### src/rtl/load_store_unit_if.sv
// rtl/load_store_unit_if.sv - core request/response and memory bus signal bundle for load_store_unit
interface load_store_unit_if #(
  parameter int XLEN   = 32,
  parameter int ADDR_W = 32
);
  localparam int NB = XLEN / 8;

  logic              req_valid;
  logic              req_ready;
  logic              req_we;
  logic [1:0]        req_size;
  logic              req_signed;
  logic [ADDR_W-1:0] req_addr;
  logic [XLEN-1:0]   req_wdata;
  logic              resp_valid;
  logic [XLEN-1:0]   resp_rdata;
  logic              resp_fault;
  logic              bus_req;
  logic              bus_we;
  logic [ADDR_W-1:0] bus_addr;
  logic [NB-1:0]     bus_be;
  logic [XLEN-1:0]   bus_wdata;
  logic [XLEN-1:0]   bus_rdata;
  logic              bus_ack;

  modport master (
    output req_valid, req_we, req_size, req_signed, req_addr, req_wdata, bus_rdata, bus_ack,
    input  req_ready, resp_valid, resp_rdata, resp_fault, bus_req, bus_we, bus_addr, bus_be, bus_wdata
  );

  modport slave (
    input  req_valid, req_we, req_size, req_signed, req_addr, req_wdata, bus_rdata, bus_ack,
    output req_ready, resp_valid, resp_rdata, resp_fault, bus_req, bus_we, bus_addr, bus_be, bus_wdata
  );
endinterface

### src/rtl/load_store_unit.sv
// rtl/load_store_unit.sv - request/response memory sequencer with byte lanes, ack timeout and load extension
// Optional feature: LSU_MISALIGNED_SPLIT_EN splits word-crossing accesses into two bus phases.
module load_store_unit #(
  parameter int XLEN    = 32,
  parameter int ADDR_W  = 32,
  parameter int TIMEOUT = 15
) (
  input logic              clk,
  input logic              rst,
  load_store_unit_if.slave lsu
);
  localparam int NB   = XLEN / 8;
  localparam int OFFW = $clog2(NB);
  localparam int CNTW = $clog2(TIMEOUT + 1);
  localparam int SIW  = $clog2(2 * XLEN);
`ifdef LSU_MISALIGNED_SPLIT_EN
  localparam int WDW  = 2 * XLEN;
`else
  localparam int WDW  = XLEN;
`endif

  typedef enum logic [1:0] {IDLE, BUS1, BUS2, RESP} state_e;

  state_e            state_q;
  logic [CNTW-1:0]   wait_q;
  logic [OFFW-1:0]   off_q;
  logic [1:0]        size_q;
  logic              signed_q;
  logic              we_q;
  logic [XLEN-1:0]   rdata_lo_q;
  logic              bus_req_q;
  logic              bus_we_q;
  logic [ADDR_W-1:0] bus_addr_q;
  logic [NB-1:0]     bus_be_q;
  logic [XLEN-1:0]   bus_wdata_q;
  logic              resp_valid_q;
  logic [XLEN-1:0]   resp_rdata_q;
  logic              resp_fault_q;
`ifdef LSU_MISALIGNED_SPLIT_EN
  logic              split_q;
  logic [NB-1:0]     be_hi_q;
  logic [XLEN-1:0]   wdata_hi_q;
`endif

  logic [OFFW-1:0]   off_d;
  logic [3:0]        nbytes_d;
  logic [2*NB-1:0]   lane_d;
  logic [WDW-1:0]    wdata_d;
  logic              split_d;
  logic              fault_d;
  logic [2*XLEN-1:0] rd_sh;
  logic [XLEN-1:0]   keep;
  logic [SIW-1:0]    sidx;
  logic              sign_fill;
  logic [XLEN-1:0]   load_res;
  logic              timed_out;

  // Lane mask spans two words so the split case can read its second half directly.
  always_comb begin
    off_d    = lsu.req_addr[OFFW-1:0];
    nbytes_d = 4'(1) << lsu.req_size;
    lane_d   = (((2 * NB)'(1) << nbytes_d) - (2 * NB)'(1)) << off_d;
    wdata_d  = WDW'(lsu.req_wdata) << (8 * off_d);
    split_d  = |lane_d[2*NB-1:NB];
`ifdef LSU_MISALIGNED_SPLIT_EN
    fault_d  = (lsu.req_size == 2'd3) && (XLEN < 64);
`else
    fault_d  = ((lsu.req_size == 2'd3) && (XLEN < 64)) || split_d;
`endif
  end

  // Load path: {word2, word1} >> 8*off, keep n bytes, fill above with the sign if asked.
  always_comb begin
    if (state_q == BUS2) begin
      rd_sh = {lsu.bus_rdata, rdata_lo_q} >> (8 * off_q);
    end else begin
      rd_sh = {{XLEN{1'b0}}, lsu.bus_rdata} >> (8 * off_q);
    end
    keep      = (XLEN'(1) << (8 << size_q)) - XLEN'(1);
    sidx      = SIW'((8 << size_q) - 1);
    sign_fill = signed_q && rd_sh[sidx];
    load_res  = (rd_sh[XLEN-1:0] & keep) | (sign_fill ? ~keep : '0);
    timed_out = (wait_q == CNTW'(TIMEOUT - 1));
  end

  always_ff @(posedge clk or posedge rst) begin
    if (rst) begin
      state_q      <= IDLE;
      wait_q       <= '0;
      off_q        <= '0;
      size_q       <= '0;
      signed_q     <= 1'b0;
      we_q         <= 1'b0;
      rdata_lo_q   <= '0;
      bus_req_q    <= 1'b0;
      bus_we_q     <= 1'b0;
      bus_addr_q   <= '0;
      bus_be_q     <= '0;
      bus_wdata_q  <= '0;
      resp_valid_q <= 1'b0;
      resp_rdata_q <= '0;
      resp_fault_q <= 1'b0;
`ifdef LSU_MISALIGNED_SPLIT_EN
      split_q      <= 1'b0;
      be_hi_q      <= '0;
      wdata_hi_q   <= '0;
`endif
    end else begin
      case (state_q)
        IDLE: begin
          if (lsu.req_valid) begin
            off_q    <= off_d;
            size_q   <= lsu.req_size;
            signed_q <= lsu.req_signed;
            we_q     <= lsu.req_we;
            wait_q   <= '0;
`ifdef LSU_MISALIGNED_SPLIT_EN
            split_q    <= split_d;
            be_hi_q    <= lane_d[2*NB-1:NB];
            wdata_hi_q <= wdata_d[2*XLEN-1:XLEN];
`endif
            if (fault_d) begin
              state_q      <= RESP;
              resp_valid_q <= 1'b1;
              resp_fault_q <= 1'b1;
              resp_rdata_q <= '0;
            end else begin
              state_q     <= BUS1;
              bus_req_q   <= 1'b1;
              bus_we_q    <= lsu.req_we;
              bus_addr_q  <= {lsu.req_addr[ADDR_W-1:OFFW], {OFFW{1'b0}}};
              bus_be_q    <= lane_d[NB-1:0];
              bus_wdata_q <= wdata_d[XLEN-1:0];
            end
          end
        end
        BUS1, BUS2: begin
          if (lsu.bus_ack) begin
            rdata_lo_q <= lsu.bus_rdata;
            wait_q     <= '0;
`ifdef LSU_MISALIGNED_SPLIT_EN
            if (state_q == BUS1 && split_q) begin
              state_q     <= BUS2;
              bus_addr_q  <= bus_addr_q + ADDR_W'(NB);
              bus_be_q    <= be_hi_q;
              bus_wdata_q <= wdata_hi_q;
            end else
`endif
            begin
              state_q      <= RESP;
              bus_req_q    <= 1'b0;
              bus_we_q     <= 1'b0;
              bus_be_q     <= '0;
              resp_valid_q <= 1'b1;
              resp_fault_q <= 1'b0;
              resp_rdata_q <= we_q ? '0 : load_res;
            end
          end else if (timed_out) begin
            state_q      <= RESP;
            bus_req_q    <= 1'b0;
            bus_we_q     <= 1'b0;
            bus_be_q     <= '0;
            resp_valid_q <= 1'b1;
            resp_fault_q <= 1'b1;
            resp_rdata_q <= '0;
          end else begin
            wait_q <= wait_q + CNTW'(1);
          end
        end
        default: begin
          state_q      <= IDLE;
          resp_valid_q <= 1'b0;
          resp_fault_q <= 1'b0;
          resp_rdata_q <= '0;
        end
      endcase
    end
  end

  assign lsu.req_ready  = (state_q == IDLE);
  assign lsu.resp_valid = resp_valid_q;
  assign lsu.resp_rdata = resp_rdata_q;
  assign lsu.resp_fault = resp_fault_q;
  assign lsu.bus_req    = bus_req_q;
  assign lsu.bus_we     = bus_we_q;
  assign lsu.bus_addr   = bus_addr_q;
  assign lsu.bus_be     = bus_be_q;
  assign lsu.bus_wdata  = bus_wdata_q;
endmodule

### src/flat_wrapper.sv
// flat-port wrapper written by rule: the top's interface ports become plain ports
module load_store_unit_flat 
#(
  parameter int XLEN    = 32,
  parameter int ADDR_W  = 32,
  parameter int TIMEOUT = 15
)
  (clk, rst, lsu_req_valid, lsu_req_we, lsu_req_size, lsu_req_signed, lsu_req_addr, lsu_req_wdata, lsu_bus_rdata, lsu_bus_ack, lsu_req_ready, lsu_resp_valid, lsu_resp_rdata, lsu_resp_fault, lsu_bus_req, lsu_bus_we, lsu_bus_addr, lsu_bus_be, lsu_bus_wdata);
  load_store_unit_if #(.XLEN(XLEN), .ADDR_W(ADDR_W)) lsu_i ();
  input logic clk;
  input logic rst;
  input wire logic [$bits(lsu_i.req_valid)-1:0] lsu_req_valid;
  input wire logic [$bits(lsu_i.req_we)-1:0] lsu_req_we;
  input wire logic [$bits(lsu_i.req_size)-1:0] lsu_req_size;
  input wire logic [$bits(lsu_i.req_signed)-1:0] lsu_req_signed;
  input wire logic [$bits(lsu_i.req_addr)-1:0] lsu_req_addr;
  input wire logic [$bits(lsu_i.req_wdata)-1:0] lsu_req_wdata;
  input wire logic [$bits(lsu_i.bus_rdata)-1:0] lsu_bus_rdata;
  input wire logic [$bits(lsu_i.bus_ack)-1:0] lsu_bus_ack;
  output wire logic [$bits(lsu_i.req_ready)-1:0] lsu_req_ready;
  output wire logic [$bits(lsu_i.resp_valid)-1:0] lsu_resp_valid;
  output wire logic [$bits(lsu_i.resp_rdata)-1:0] lsu_resp_rdata;
  output wire logic [$bits(lsu_i.resp_fault)-1:0] lsu_resp_fault;
  output wire logic [$bits(lsu_i.bus_req)-1:0] lsu_bus_req;
  output wire logic [$bits(lsu_i.bus_we)-1:0] lsu_bus_we;
  output wire logic [$bits(lsu_i.bus_addr)-1:0] lsu_bus_addr;
  output wire logic [$bits(lsu_i.bus_be)-1:0] lsu_bus_be;
  output wire logic [$bits(lsu_i.bus_wdata)-1:0] lsu_bus_wdata;
  assign lsu_i.req_valid = lsu_req_valid;
  assign lsu_i.req_we = lsu_req_we;
  assign lsu_i.req_size = lsu_req_size;
  assign lsu_i.req_signed = lsu_req_signed;
  assign lsu_i.req_addr = lsu_req_addr;
  assign lsu_i.req_wdata = lsu_req_wdata;
  assign lsu_i.bus_rdata = lsu_bus_rdata;
  assign lsu_i.bus_ack = lsu_bus_ack;
  assign lsu_req_ready = lsu_i.req_ready;
  assign lsu_resp_valid = lsu_i.resp_valid;
  assign lsu_resp_rdata = lsu_i.resp_rdata;
  assign lsu_resp_fault = lsu_i.resp_fault;
  assign lsu_bus_req = lsu_i.bus_req;
  assign lsu_bus_we = lsu_i.bus_we;
  assign lsu_bus_addr = lsu_i.bus_addr;
  assign lsu_bus_be = lsu_i.bus_be;
  assign lsu_bus_wdata = lsu_i.bus_wdata;
  load_store_unit #(.XLEN(XLEN), .ADDR_W(ADDR_W), .TIMEOUT(TIMEOUT)) u_core (.clk(clk), .rst(rst), .lsu(lsu_i));
endmodule
### config.mk
export PLATFORM = sky130hd
export DESIGN_NAME = load_store_unit_flat
export DESIGN_NICKNAME = d
export VERILOG_FILES = /design/src/rtl/load_store_unit_if.sv /design/src/rtl/load_store_unit.sv /design/src/flat_wrapper.sv
export SDC_FILE = /design/constraint.sdc
export NUM_CORES = 1
export LEC_CHECK = 0
export CORE_ASPECT_RATIO = 0.7
export CORE_MARGIN = 1.5
export CORE_UTILIZATION = 49
export DETAILED_ROUTE_END_ITERATION = 7
export PLACE_DENSITY = 0.81
export SYNTH_ARGS = -nofsm -noshare
export SYNTH_HDL_FRONTEND = slang
export SYNTH_SLANG_ARGS = --single-unit
### constraint.sdc
create_clock -name clk -period 6.6 [get_ports clk]
set_input_delay 1.65 -clock clk [delete_from_list [all_inputs] [get_ports clk]]
set_output_delay 1.65 -clock clk [all_outputs]
set_load 0.05 [all_outputs]
==> flow_summary.yaml, run 1 <==
sta:
  worst_pin_slew_ns: 1.131
  setup_viol: 0
  post-route-min-period_ns: 4.211
  fin_setup_tns_ns: 0
  max_freq_mhz: 237.5
  fin_skew_ns: 0.007280
  maxSlewViolCount: 0
  final_hold_viol_count: 0
  fin_crit_sh: 0.6380
  rsz0062_at_grt: "no"
  slew_headroom: 0.2439
setup_path:
  startpoint_type: "primary input"
  crit_slowest_cell: "nand2_1"
  rr_startpoint: "u_core.state_q[0]$_DFFE_PP0P_"
  path_common_cell: "nand2_1"
  worstPathCellList: "clkdlybuf4s50_1 -> nor2_1 -> o221ai_1 -> nand2_1 -> nand2_1 -> o31ai_2"
  reg2reg_setup_slack_ns: 3.52
  endpoint_kind: "flop"
  slowest_delay_ns: 0.88
  rr_worst_depth: 8
  crit_required_ns: 6.91
  critPathKind: "in2reg"
  crit_buf_inv: 1
  critPathTopFamily: "simple AND/OR/NAND/NOR gates"
  r2r_end: "u_core.lsu.resp_rdata[21]$_DFFE_PP0P_"
  arrival_ns: 4.53
  crit_start: "lsu_req_addr[1]"
  cp_max_fo: 36
cts:
  htreeDepth: 4
  ctsResizeCount: 0
  cts_sinks: 146
  cts_buffers: 17
  root_buffer: "clkbuf_16"
  cts_setup_buffers: 0
  cts_hold_buf: 0
  clock_latency_ns: 0.42
  cts_tree: "done"
  cts_buffer_depth: 2
  clk_pin_slew_worst_paths_ns: 0.06
synthesis:
  ys_ff_latch: 146
  yosys-top-cells-area: "dfrtp_1 (48%), mux2_2 (13%), mux2i_1 (7.8%), nand2_1 (5.2%), o21ai_0 (3.9%)"
  synth.cell_area_sq_mm: 0.007614
  ys.flop_type: "dfrtp_1"
  ys_seq_area_frac: 0.4799
  synth_commonest_cells: "dfrtp_1 (146), nand2_1 (106), mux2_2 (85)"
  yosysTopAreaCellShare: 0.4799
  synth_edf_count: 0
  syn_area_per_cell_sq_um: 10.74
  syn_inst: 709
  yosysMostFrequentCell: "dfrtp_1"
  yosys_warnings: 0
  synth_top_area_cell: "dfrtp_1"
  synthArstFlopShare: 1.000
  post_synth_num_cell_types: 52
drt:
  via_per_inst: 5.586
  wl_um: 20390
  routedWlPerCell_um: 18.62
  via_count: 6117
  drt_iter0_markers: 647
  drcViolationCount: 0
  ant_nets: 0
  drt-pass1-iter-count: 5
flow_run:
  timing.max_cap.violations: 0
global_route:
  grtUsageMet1: 0.3780
  top_usage_layer: "met1"
  grt_usage: 0.2509
  first_global_vias: 5809
  grtUsageMet3: 0.06159
  grt_pass1_wl_um: 31750
  grt_max_degree: 113
  globalRouteMet2Util: 0.3597
  overflow: 0
  antenna_found_initial: 0
min_path:
  worstHoldStart: "u_core.lsu.bus_wdata[0]$_DFFE_PP0P_"
  hp-class: "reg2reg"
  holdPathStages: 2
  holdPathEnd: "u_core.lsu.bus_wdata[0]$_DFFE_PP0P_"
final_layout:
  diodes: 0
  nets: 997
  fillers: 1119
  syn_to_final_growth_pct: 35.20
  final_design_area_no_fill_sq_mm: 0.01029
  ff_latch_area_sq_mm: 0.003655
  multi_input_area_sq_mm: 0.003685
  layout-drive-gt1-share: 0.1744
pwr:
  ir_worst_vdd_mv: 0.2916
  power_leakage_uw: 0.004297
  power_density_mw_per_mm2: 574.4
floorplanning:
  io_pins: 209
  die_w_um: 152.0
  initial_core_util: 0.5092
  die_h_um: 107.3
  core-area_sq_mm: 0.01495
  dieArea_sq_mm: 0.01631
  rows: 37
placed_design:
  placed_cell_area_sq_mm: 0.009713
  dpl.hpwl_um: 14660
  place_congestion: 0.8746
  portBuffers: 206
outcome:
  outcome: "complete, no violations"
## per-stage QoR
stage | instances | hold slack (ns) | utilization | power (uW) | setup WS [ns]
2_1_floorplan | 710 | 0.4737 | - | 3942 | 1.027
3_3_place_gp | 1063 | 0.4601 | 0.6496 | 4885 | 2.031
3_5_place_dp | 1063 | 0.4684 | 0.6496 | 4955 | 1.996
4_1_cts | 1095 | 0.4834 | 0.6884 | 5925 | 2.387
5_1_grt | 1095 | 0.5031 | 0.6884 | 6208 | 2.086
6_report | 1095 | 0.4777 | 0.6884 | 5913 | 2.389
## area by class of cell
| cell class | instances | share of cell area |
|---|---|---|
| repair buffers | 211 | 0.2035 |
| clock inverters | 14 | 0.01374 |
| flip-flops and latches | 146 | 0.3551 |
| well taps | 195 | 0.02370 |
| clock buffers | 18 | 0.04266 |
| multi-input cells | 503 | 0.3580 |
| inverters | 8 | 0.003403 |
## layer usage
metal,vias up,wire [um]
li1,2891,-
met1,2971,9905
met2,234,8867
met3,21,1316
met4,0,297
met5,-,0
## worst max-delay path by stage
stage | endpoint | depth (start not counted)
2_1_floorplan | u_core.lsu.bus_addr[10]$_DFFE_PP0P_ | 1
3_3_place_gp | u_core.lsu.resp_rdata[6]$_DFFE_PP0P_ | 5
3_5_place_dp | u_core.lsu.resp_valid$_DFFE_PP0P_ | 5
4_1_cts | u_core.lsu.resp_rdata[22]$_DFFE_PP0P_ | 6
5_1_grt | u_core.lsu.resp_rdata[22]$_DFFE_PP0P_ | 6
6_report | u_core.lsu.resp_rdata[22]$_DFFE_PP0P_ | 6
## report_power, final
part           internal [uW]  switching (uW)  total [uW]
Clock                    542             409         951
Sequential              1320             289        1610
Combinational           1240            2110        3350
Total                   3100            2810        5910
## kinds of logic (layout without fill, tap and decap cells)
kind of cell,Yosys count,count (layout),synth area share
AO/OA/AOI/OAI,171,171,0.1458
AND/OR/NAND/NOR,171,171,0.09877
multiplexers,153,153,0.2270
flip-flops,146,146,0.4799
buffers and inverters,61,251,0.03829
adder cells (fa/ha/maj),6,6,0.009860
other,1,2,0.0004925
## sequential cells by signal, summed over array words and instances (netlist names)
signal,flops
u_core.lsu.bus_addr,30
u_core.lsu.resp_rdata,32
u_core.size_q,2
u_core.wait_q,4
u_core.signed_q,1
u_core.lsu.bus_req,1
u_core.lsu.bus_we,1
u_core.lsu.resp_fault,1
u_core.state_q,2
u_core.rdata_lo_q,32
u_core.lsu.resp_valid,1
u_core.lsu.bus_be,4
u_core.lsu.bus_wdata,32
u_core.off_q,2
u_core.we_q,1
## layout by cell type (no fill, tap or decap), types with 6 or more instances in the layout
master,count
nand2_1,106
inv_1,7
ha_1,6
nand3_1,7
nand2b_1,7
o31ai_1,15
a31oi_1,6
a211oi_1,8
mux2_2,85
mux2i_1,59
dfrtp_1,145
o21ai_0,59
clkbuf_16,17
inv_6,8
nor2_1,26
mux4_2,6
o211ai_1,6
a21oi_1,41
nor2b_1,10
clkdlybuf4s50_1,205
o21ai_2,8
a2bb2oi_1,6
## tightest hold or removal path, stage by stage (launching register included)
cell and delay (ns):
dfrtp_1 0.34, nand2_1 0.04, o21ai_0 0.06
Note: power is estimated with default switching activity, not from simulation.
==> run 2: changes to the inputs <==
- clock period: 6.6 -> 3.9 ns (I/O delays scaled with it)
==> run 2 against run 1 <==
Net effect:
- die area stayed put
- via count rose by 0.93%
- largest cell class unchanged
- worst setup slack got worse by 1.6 ns
- critical endpoint is now lsu_req_ready
- wire length grew 2.2%
- cell area rose by 0.60%
- combinational power increased by 70%
==> flow_summary.yaml, run 2 (synthesis gave the netlist of run 1 again) <==
cts:
  cts_sinks: 146
  htreeDepth: 4
  clk_pin_slew_worst_paths_ns: 0.06
  cts_buffers: 17
  cts_buffer_depth: 2
  cts_tree: "done"
  cts_setup_buffers: 0
  clock_latency_ns: 0.43
  cts_hold_buf: 0
  ctsResizeCount: 0
  root_buffer: "clkbuf_16"
sta:
  final_hold_viol_count: 0
  max_freq_mhz: 316.8
  rsz0062_at_grt: "no"
  worst_pin_slew_ns: 0.8071
  setup_viol: 0
  slew_headroom: 0.4619
  fin_crit_sh: 0.8094
  post-route-min-period_ns: 3.157
  maxSlewViolCount: 0
  fin_skew_ns: 0.01106
  fin_setup_tns_ns: 0
final_layout:
  layout_common_cells: "clkdlybuf4s50_1 (205), dfrtp_1 (145), nand2_1 (106)"
  syn_to_final_growth_pct: 36.01
  nets: 1004
  diodes: 0
  finalCoreUtilization: 0.6925
  layout_commonest_cell: "clkdlybuf4s50_1"
  fillers: 1133
  layout-drive-gt1-share: 0.1808
setup_path:
  crit_required_ns: 2.92
  cp.depth: 3
  crit_buf_inv: 2
  endpoint_kind: "output port"
  crit_slowest_cell: "clkdlybuf4s50_1"
  worstPathCellList: "inv_1 -> ha_1 -> clkdlybuf4s50_1"
  slowest_delay_ns: 0.89
  cp_max_fo: 7
  startpoint_type: "flop"
  rr_worst_depth: 8
  critPathTopFamily: "buffers and inverters"
  arrival_ns: 2.18
  critPathKind: "reg2out"
floorplanning:
  core-area_sq_mm: 0.01495
  die_w_um: 152.0
  die_h_um: 107.3
  io_pins: 209
  initial_core_util: 0.5092
  dieArea_sq_mm: 0.01631
  rows: 37
outcome:
  outcome: "complete, no violations"
drt:
  routedWlPerCell_um: 18.90
  drcViolationCount: 0
  wl_um: 20830
  via_per_inst: 5.603
  drt_iter0_markers: 572
  ant_nets: 0
  via_count: 6174
  drt-pass1-iter-count: 5
flow_run:
  timing.max_cap.violations: 0
min_path:
  holdPathStages: 2
  hp-class: "reg2reg"
global_route:
  antenna_found_initial: 0
  overflow: 0
  grt_pass1_wl_um: 32640
  grt_max_degree: 147
  first_global_vias: 5877
  grt_usage: 0.2573
pwr:
  power_leakage_uw: 0.004325
  power_density_mw_per_mm2: 971.5
  ir_worst_vdd_mv: 0.4701
placed_design:
  portBuffers: 206
  dpl.hpwl_um: 15050
  place_congestion: 0.8546
## run 2: report_power, final
group / internal [uW] / total (uW) / leakage, uW / switching (uW)
registers: 2240 / 2800 / 0.00183 / 558
clock network: 842 / 1570 / 0.000267 / 727
logic: 2130 / 5700 / 0.00223 / 3570
## run 2: metrics by stage
step | area, sq um | hold WS [ns] | cells | setup slack, ns | total power [uW]
floorplan | 7621 | 0.4737 | 710 | 1.092 | 6671
CTS | 10350 | 0.4834 | 1102 | 0.7411 | 10060
finish | 10350 | 0.4765 | 1102 | 0.7434 | 10060
global route | 10350 | 0.5098 | 1102 | 0.6631 | 10550
global placement | 9789 | 0.4607 | 1070 | 0.8277 | 8350
detailed placement | 9789 | 0.4654 | 1070 | 0.7841 | 8466
## run 2: layout make-up
class                           instances  area, sq um  share of cell area
Multi-Input combinational cell        503         3685              0.3558
Timing Repair Buffer                  218         2172              0.2098
Tap cell                              195        244.0             0.02356
Clock buffer                           17        425.4             0.04108
Sequential cell                       146         3655              0.3529
Inverter                                8        33.78            0.003262
Clock inverter                         15        140.1             0.01353
## run 2: final timing paths
kind                                                      start                                    end  slack, ns
max in group asynchronous                                   rst       u_core.rdata_lo_q[7]$_DFFE_PP0P_       2.17
setup / recovery                  u_core.state_q[0]$_DFFE_PP0P_                          lsu_req_ready       0.74
hold reg to reg            u_core.lsu.bus_wdata[11]$_DFFE_PP0P_   u_core.lsu.bus_wdata[11]$_DFFE_PP0P_       0.48
setup reg to reg                  u_core.state_q[0]$_DFFE_PP0P_  u_core.lsu.resp_rdata[24]$_DFFE_PP0P_       1.10
hold / removal             u_core.lsu.bus_wdata[11]$_DFFE_PP0P_   u_core.lsu.bus_wdata[11]$_DFFE_PP0P_       0.48
min in group asynchronous                                   rst      u_core.rdata_lo_q[24]$_DFFE_PP0P_       1.13
## run 2: metal layers
metal  up-vias  routed length, um  share of wire  GRT usage
li1       2919                  -              -          -
met1      2991               9894           0.47     0.3841
met2       238               9149           0.44     0.3659
met3        26               1441          0.069    0.06320
met4         0                348          0.017    0.08252
met5         -                  0              0          0
## run 2: worst register-to-register path: stages, from the launching register on
cell and delay [ns]:
dfrtp_1 0.40, inv_1 0.11, ha_1 0.70, mux2_2 0.46, o22ai_1 0.20, nor4_2 0.10, a311oi_4 0.29, buf_4 0.31
o31ai_1 0.11
==> run 3: changes to the inputs <==
- clock period: 3.9 -> 3.2 ns (I/O delays scaled with it)
==> run 3 against run 2 <==
Net effect:
- via count increased by 1.5%
- critical path depth unchanged
- largest cell class unchanged
- worst setup slack got worse by 0.52 ns
- sequential power increased by 21%
- hold slack got worse by 0.0013 ns
- clock skew fell by 0.00096 ns
- cell area is 1.2% higher
- core utilization up 0.85 points
==> flow_summary.yaml, run 3 (synthesis gave the netlist of run 1 again) <==
drt:
  wl_um: 21040
  routedWlPerCell_um: 19.00
  via_per_inst: 5.659
  via_count: 6264
  drcViolationCount: 0
  drt_iter0_markers: 625
  ant_nets: 0
  drt-pass1-iter-count: 5
cts:
  clk_pin_slew_worst_paths_ns: 0.06
  cts_buffer_depth: 2
  clock_latency_ns: 0.42
  htreeDepth: 4
  ctsResizeCount: 0
  cts_sinks: 146
  cts_buffers: 17
  cts_tree: "done"
  cts_setup_buffers: 0
  root_buffer: "clkbuf_16"
  cts_hold_buf: 0
pwr:
  power_density_mw_per_mm2: 1188
  p_clk_frac: 0.167
  switching_power_uw: 5910
  ir_worst_vdd_mv: 0.5933
  p_comb_frac: 0.561
  swShare: 0.4748
  pwr-share-seq: 0.272
  power_leakage_uw: 0.004394
  p_int_uw: 6537
outcome:
  outcome: "complete, no violations"
placed_design:
  dpl.hpwl_um: 15530
  portBuffers: 206
  placed_cell_area_sq_mm: 0.009864
  place_congestion: 0.8936
final_layout:
  layout_commonest_cell: "clkdlybuf4s50_1"
  syn_to_final_growth_pct: 37.67
  nets: 1009
  final_design_area_no_fill_sq_mm: 0.01048
  layout_common_cells: "clkdlybuf4s50_1 (205), dfrtp_1 (145), nand2_1 (106)"
  diodes: 0
  layout-drive-gt1-share: 0.1853
flow_run:
  timing.max_cap.violations: 0
floorplanning:
  die_h_um: 107.3
  core-area_sq_mm: 0.01495
  rows: 37
  io_pins: 209
  die_w_um: 152.0
  dieArea_sq_mm: 0.01631
  initial_core_util: 0.5092
global_route:
  first_global_vias: 5859
  grt_usage: 0.2605
  grt_pass1_wl_um: 32990
  overflow: 0
  grt_max_degree: 48
  antenna_found_initial: 1
sta:
  slew_headroom: 0.4755
  fin_skew_ns: 0.01010
  fin_crit_sh: 0.9314
  setup_viol: 0
  final_hold_viol_count: 0
  rsz0062_at_grt: "no"
  post-route-min-period_ns: 2.981
  fin_setup_tns_ns: 0
  maxSlewViolCount: 0
  worst_pin_slew_ns: 0.7851
  max_freq_mhz: 335.5
setup_path:
  critPathKind: "reg2out"
  arrival_ns: 2.18
  endpoint_kind: "output port"
  cp_max_fo: 7
  startpoint_type: "flop"
  crit_required_ns: 2.40
min_path:
  hp-class: "reg2reg"
-- run 3: worst paths after layout --
kind | from | end | slack [ns] | cells past startpoint
max | u_core.state_q[0]$_DFFE_PP0P_ | lsu_req_ready | 0.22 | 3
min reg2reg | u_core.lsu.resp_rdata[26]$_DFFE_PP0P_ | u_core.lsu.resp_rdata[26]$_DFFE_PP0P_ | 0.48 | 2
min in group asynchronous | rst | u_core.rdata_lo_q[0]$_DFFE_PP0P_ | 0.86 | 2
max reg2reg | u_core.state_q[0]$_DFFE_PP0P_ | u_core.lsu.resp_rdata[20]$_DFFE_PP0P_ | 0.62 | 7
min | u_core.lsu.resp_rdata[26]$_DFFE_PP0P_ | u_core.lsu.resp_rdata[26]$_DFFE_PP0P_ | 0.48 | 2
max in group asynchronous | rst | u_core.lsu.bus_be[0]$_DFFE_PP0P_ | 1.59 | 3
-- run 3: critical path, cell delays in order (launching register included) --
cell,delay [ns]
dfrtp_1,0.39
inv_1,0.11
ha_1,0.37
clkdlybuf4s50_1,0.89
-- run 3: layout make-up --
| type | count | area (sq um) |
|---|---|---|
| clock buffer | 17 | 425.4 |
| clock inverter | 15 | 191.4 |
| fill | 1111 | 4472 |
| inverter | 8 | 33.78 |
| multi-input combinational | 503 | 3685 |
| sequential | 146 | 3655 |
| tap | 195 | 244.0 |
| timing repair buffer | 223 | 2247 |
-- run 3: per-stage QoR --
stage	cells	worst slack, ns	hold WS [ns]	total power, uW	util
2_1_floorplan	710	0.5670	0.4737	8130	-
5_1_grt	1107	0.1314	0.5037	13050	0.7009
4_1_cts	1107	0.2009	0.4823	12460	0.7009
3_3_place_gp	1075	0.4126	0.4611	10190	0.6597
3_5_place_dp	1075	0.3433	0.4658	10330	0.6597
6_report	1107	0.2195	0.4752	12450	0.7009
-- run 3: per-layer routing --
metal | global-route usage | wire [um] | up-vias
met1 | 0.3881 | 9913 | 3038
met4 | 0.09015 | 452 | 2
met5 | 0 | 12 | -
li1 | - | - | 2929
met3 | 0.06723 | 1652 | 34
met2 | 0.3655 | 9007 | 261
-- run 3: power by group through the flow --
stage               combinational (uW)  clock, uW  sequential [uW]
floorplan                         2830          0             5300
global placement                  6830          0             3370
detailed placement                6920          0             3410
CTS                               6960       2110             3380
global route                      7350       2200             3510
finish                            6980       2080             3390
==> RTL edit (config.mk and constraints of run 2) <==
`ADDR_W` is set to 32 in 3 places; all go to 48.
--- a/src/rtl/load_store_unit_if.sv
+++ b/src/rtl/load_store_unit_if.sv
@@ -2,5 +2,5 @@
 interface load_store_unit_if #(
   parameter int XLEN   = 32,
-  parameter int ADDR_W = 32
+  parameter int ADDR_W = 48
 );
   localparam int NB = XLEN / 8;
--- a/src/rtl/load_store_unit.sv
+++ b/src/rtl/load_store_unit.sv
@@ -3,5 +3,5 @@
 module load_store_unit #(
   parameter int XLEN    = 32,
-  parameter int ADDR_W  = 32,
+  parameter int ADDR_W  = 48,
   parameter int TIMEOUT = 15
 ) (
--- a/src/flat_wrapper.sv
+++ b/src/flat_wrapper.sv
@@ -3,5 +3,5 @@
 #(
   parameter int XLEN    = 32,
-  parameter int ADDR_W  = 32,
+  parameter int ADDR_W  = 48,
   parameter int TIMEOUT = 15
 )
Interface: changed (resized lsu_bus_addr and lsu_req_addr); port bits go from 209 to 241. No check against the original RTL was run, so the function may have changed too.
==> RTL edit against run 2 <==
Total power increased by 7.6%. Combinational power increased by 8.8%. Worst hold slack improved by 0.00068 ns. Sequential power up 8.2%. Synthesized area rose by 5.4%. Routed wire length increased by 7.0%. Design area is 7.2% higher. Setup slack got worse by 0.016 ns. Sequential share of layout area is 1.2 points higher. Die area up 5.3%. Sequential cell count up 16. Register-to-register slack improved by 0.09 ns. Critical endpoint unchanged.
==> RTL edit: results (changes against run 2) <==
| Metric | Value |
|---|---|
| First-pass GRT wire length | `33500 um (+2.7%)` |
| RePlAce Congestion | `0.835 (-2.4%)` |
| Synth top area cells | `dfrtp_1, mux2_2, mux2i_1, nand2_1, o21ai_0` |
| Peak VDD IR | `0.570 mV (+21%)` |
| Synth cell count leaders | `dfrtp_1, mux2_2, nand2_1` |
| Arr. time, crit path | `2.20 ns (+0.02 ns)` |
| Mux share of post-synthesis cell area | `0.227 (about the same)` |
| Setup Skew | `0.00802 ns (-0.00304 ns)` |
| Nets | `1044 (+4.0%)` |
| Synth unique cells | `44 (-15%)` |
| Slew of the pin with the lowest slew margin | `0.858 ns (+0.0504 ns)` |
| Compound-Gate Fraction of Synth Area | `0.143 (-0.00300)` |
| IO buf count | `238 (+16%)` |
| M1 WL | `10600 um (+7.2%)` |
| Antenna violations before repair | `2 (+2)` |
| Hpwl dp | `16500 um (+9.4%)` |
| GR Util met3 | `0.0692 (+0.00599)` |
| DR iter-0 viols | `430 (-25%)` |
| Mean Syn Cell Area | `11.5 um2 (+6.6%)` |
| Dpl cell area | `10500 um2 (+7.7%)` |
| Post-CTS sizing | `0 (unchanged)` |
| Dpl cells | `1119 (+4.6%)` |
| Metal3 WL | `1670 um (+16%)` |
| Status | `finished, final reports clean` |
| Leakage | `4.71 nW (+8.8%)` |
| Total GRT Usage | `0.255 (-0.00210)` |
| Seq power | `3.03 mW (+8.2%)` |
| Synth Area in Adders | `0.00935 (-0.000509)` |
| Highest Signal Layer | `met5` |
| Total wire length | `22300 um (+7.0%)` |
| WL/cell | `19.4 um (+2.4%)` |
| Largest net degree at the start of global routing | `121 (-18%)` |
| Worst-skew pair later-pin latency | `0.41 ns (-0.02 ns)` |
| Combinational power | `6.20 mW (+8.8%)` |
## RTL edit: worst paths after layout
check / startpoint / to / slack (ns) / cells past startpoint
min reg2reg: u_core.lsu.bus_wdata[10] / u_core.lsu.bus_wdata[10] / 0.48 / 2
max: u_core.state_q[0] / lsu_req_ready / 0.73 / 3
max reg2reg: u_core.state_q[0] / u_core.lsu.resp_rdata[21] / 1.19 / 7
min: u_core.lsu.bus_wdata[10] / u_core.lsu.bus_wdata[10] / 0.48 / 2
min in group asynchronous: rst / u_core.rdata_lo_q[29] / 1.10 / 3
max in group asynchronous: rst / u_core.lsu.bus_wdata[9] / 2.31 / 3
## RTL edit: final cells by class
class,count,area (um2)
clock inverters,13,121
clock buffers,19,443
fillers,1175,4630
inverters,9,37.5
well taps,220,275
multi-input cells,478,3680
repair buffers,250,2490
flip-flops and latches,162,4060
## RTL edit: critical path, cell delays in order, from the launching register on
cell and delay [ns]:
dfrtp_1 0.41, inv_1 0.13, ha_1 0.37, clkdlybuf4s50_1 0.88
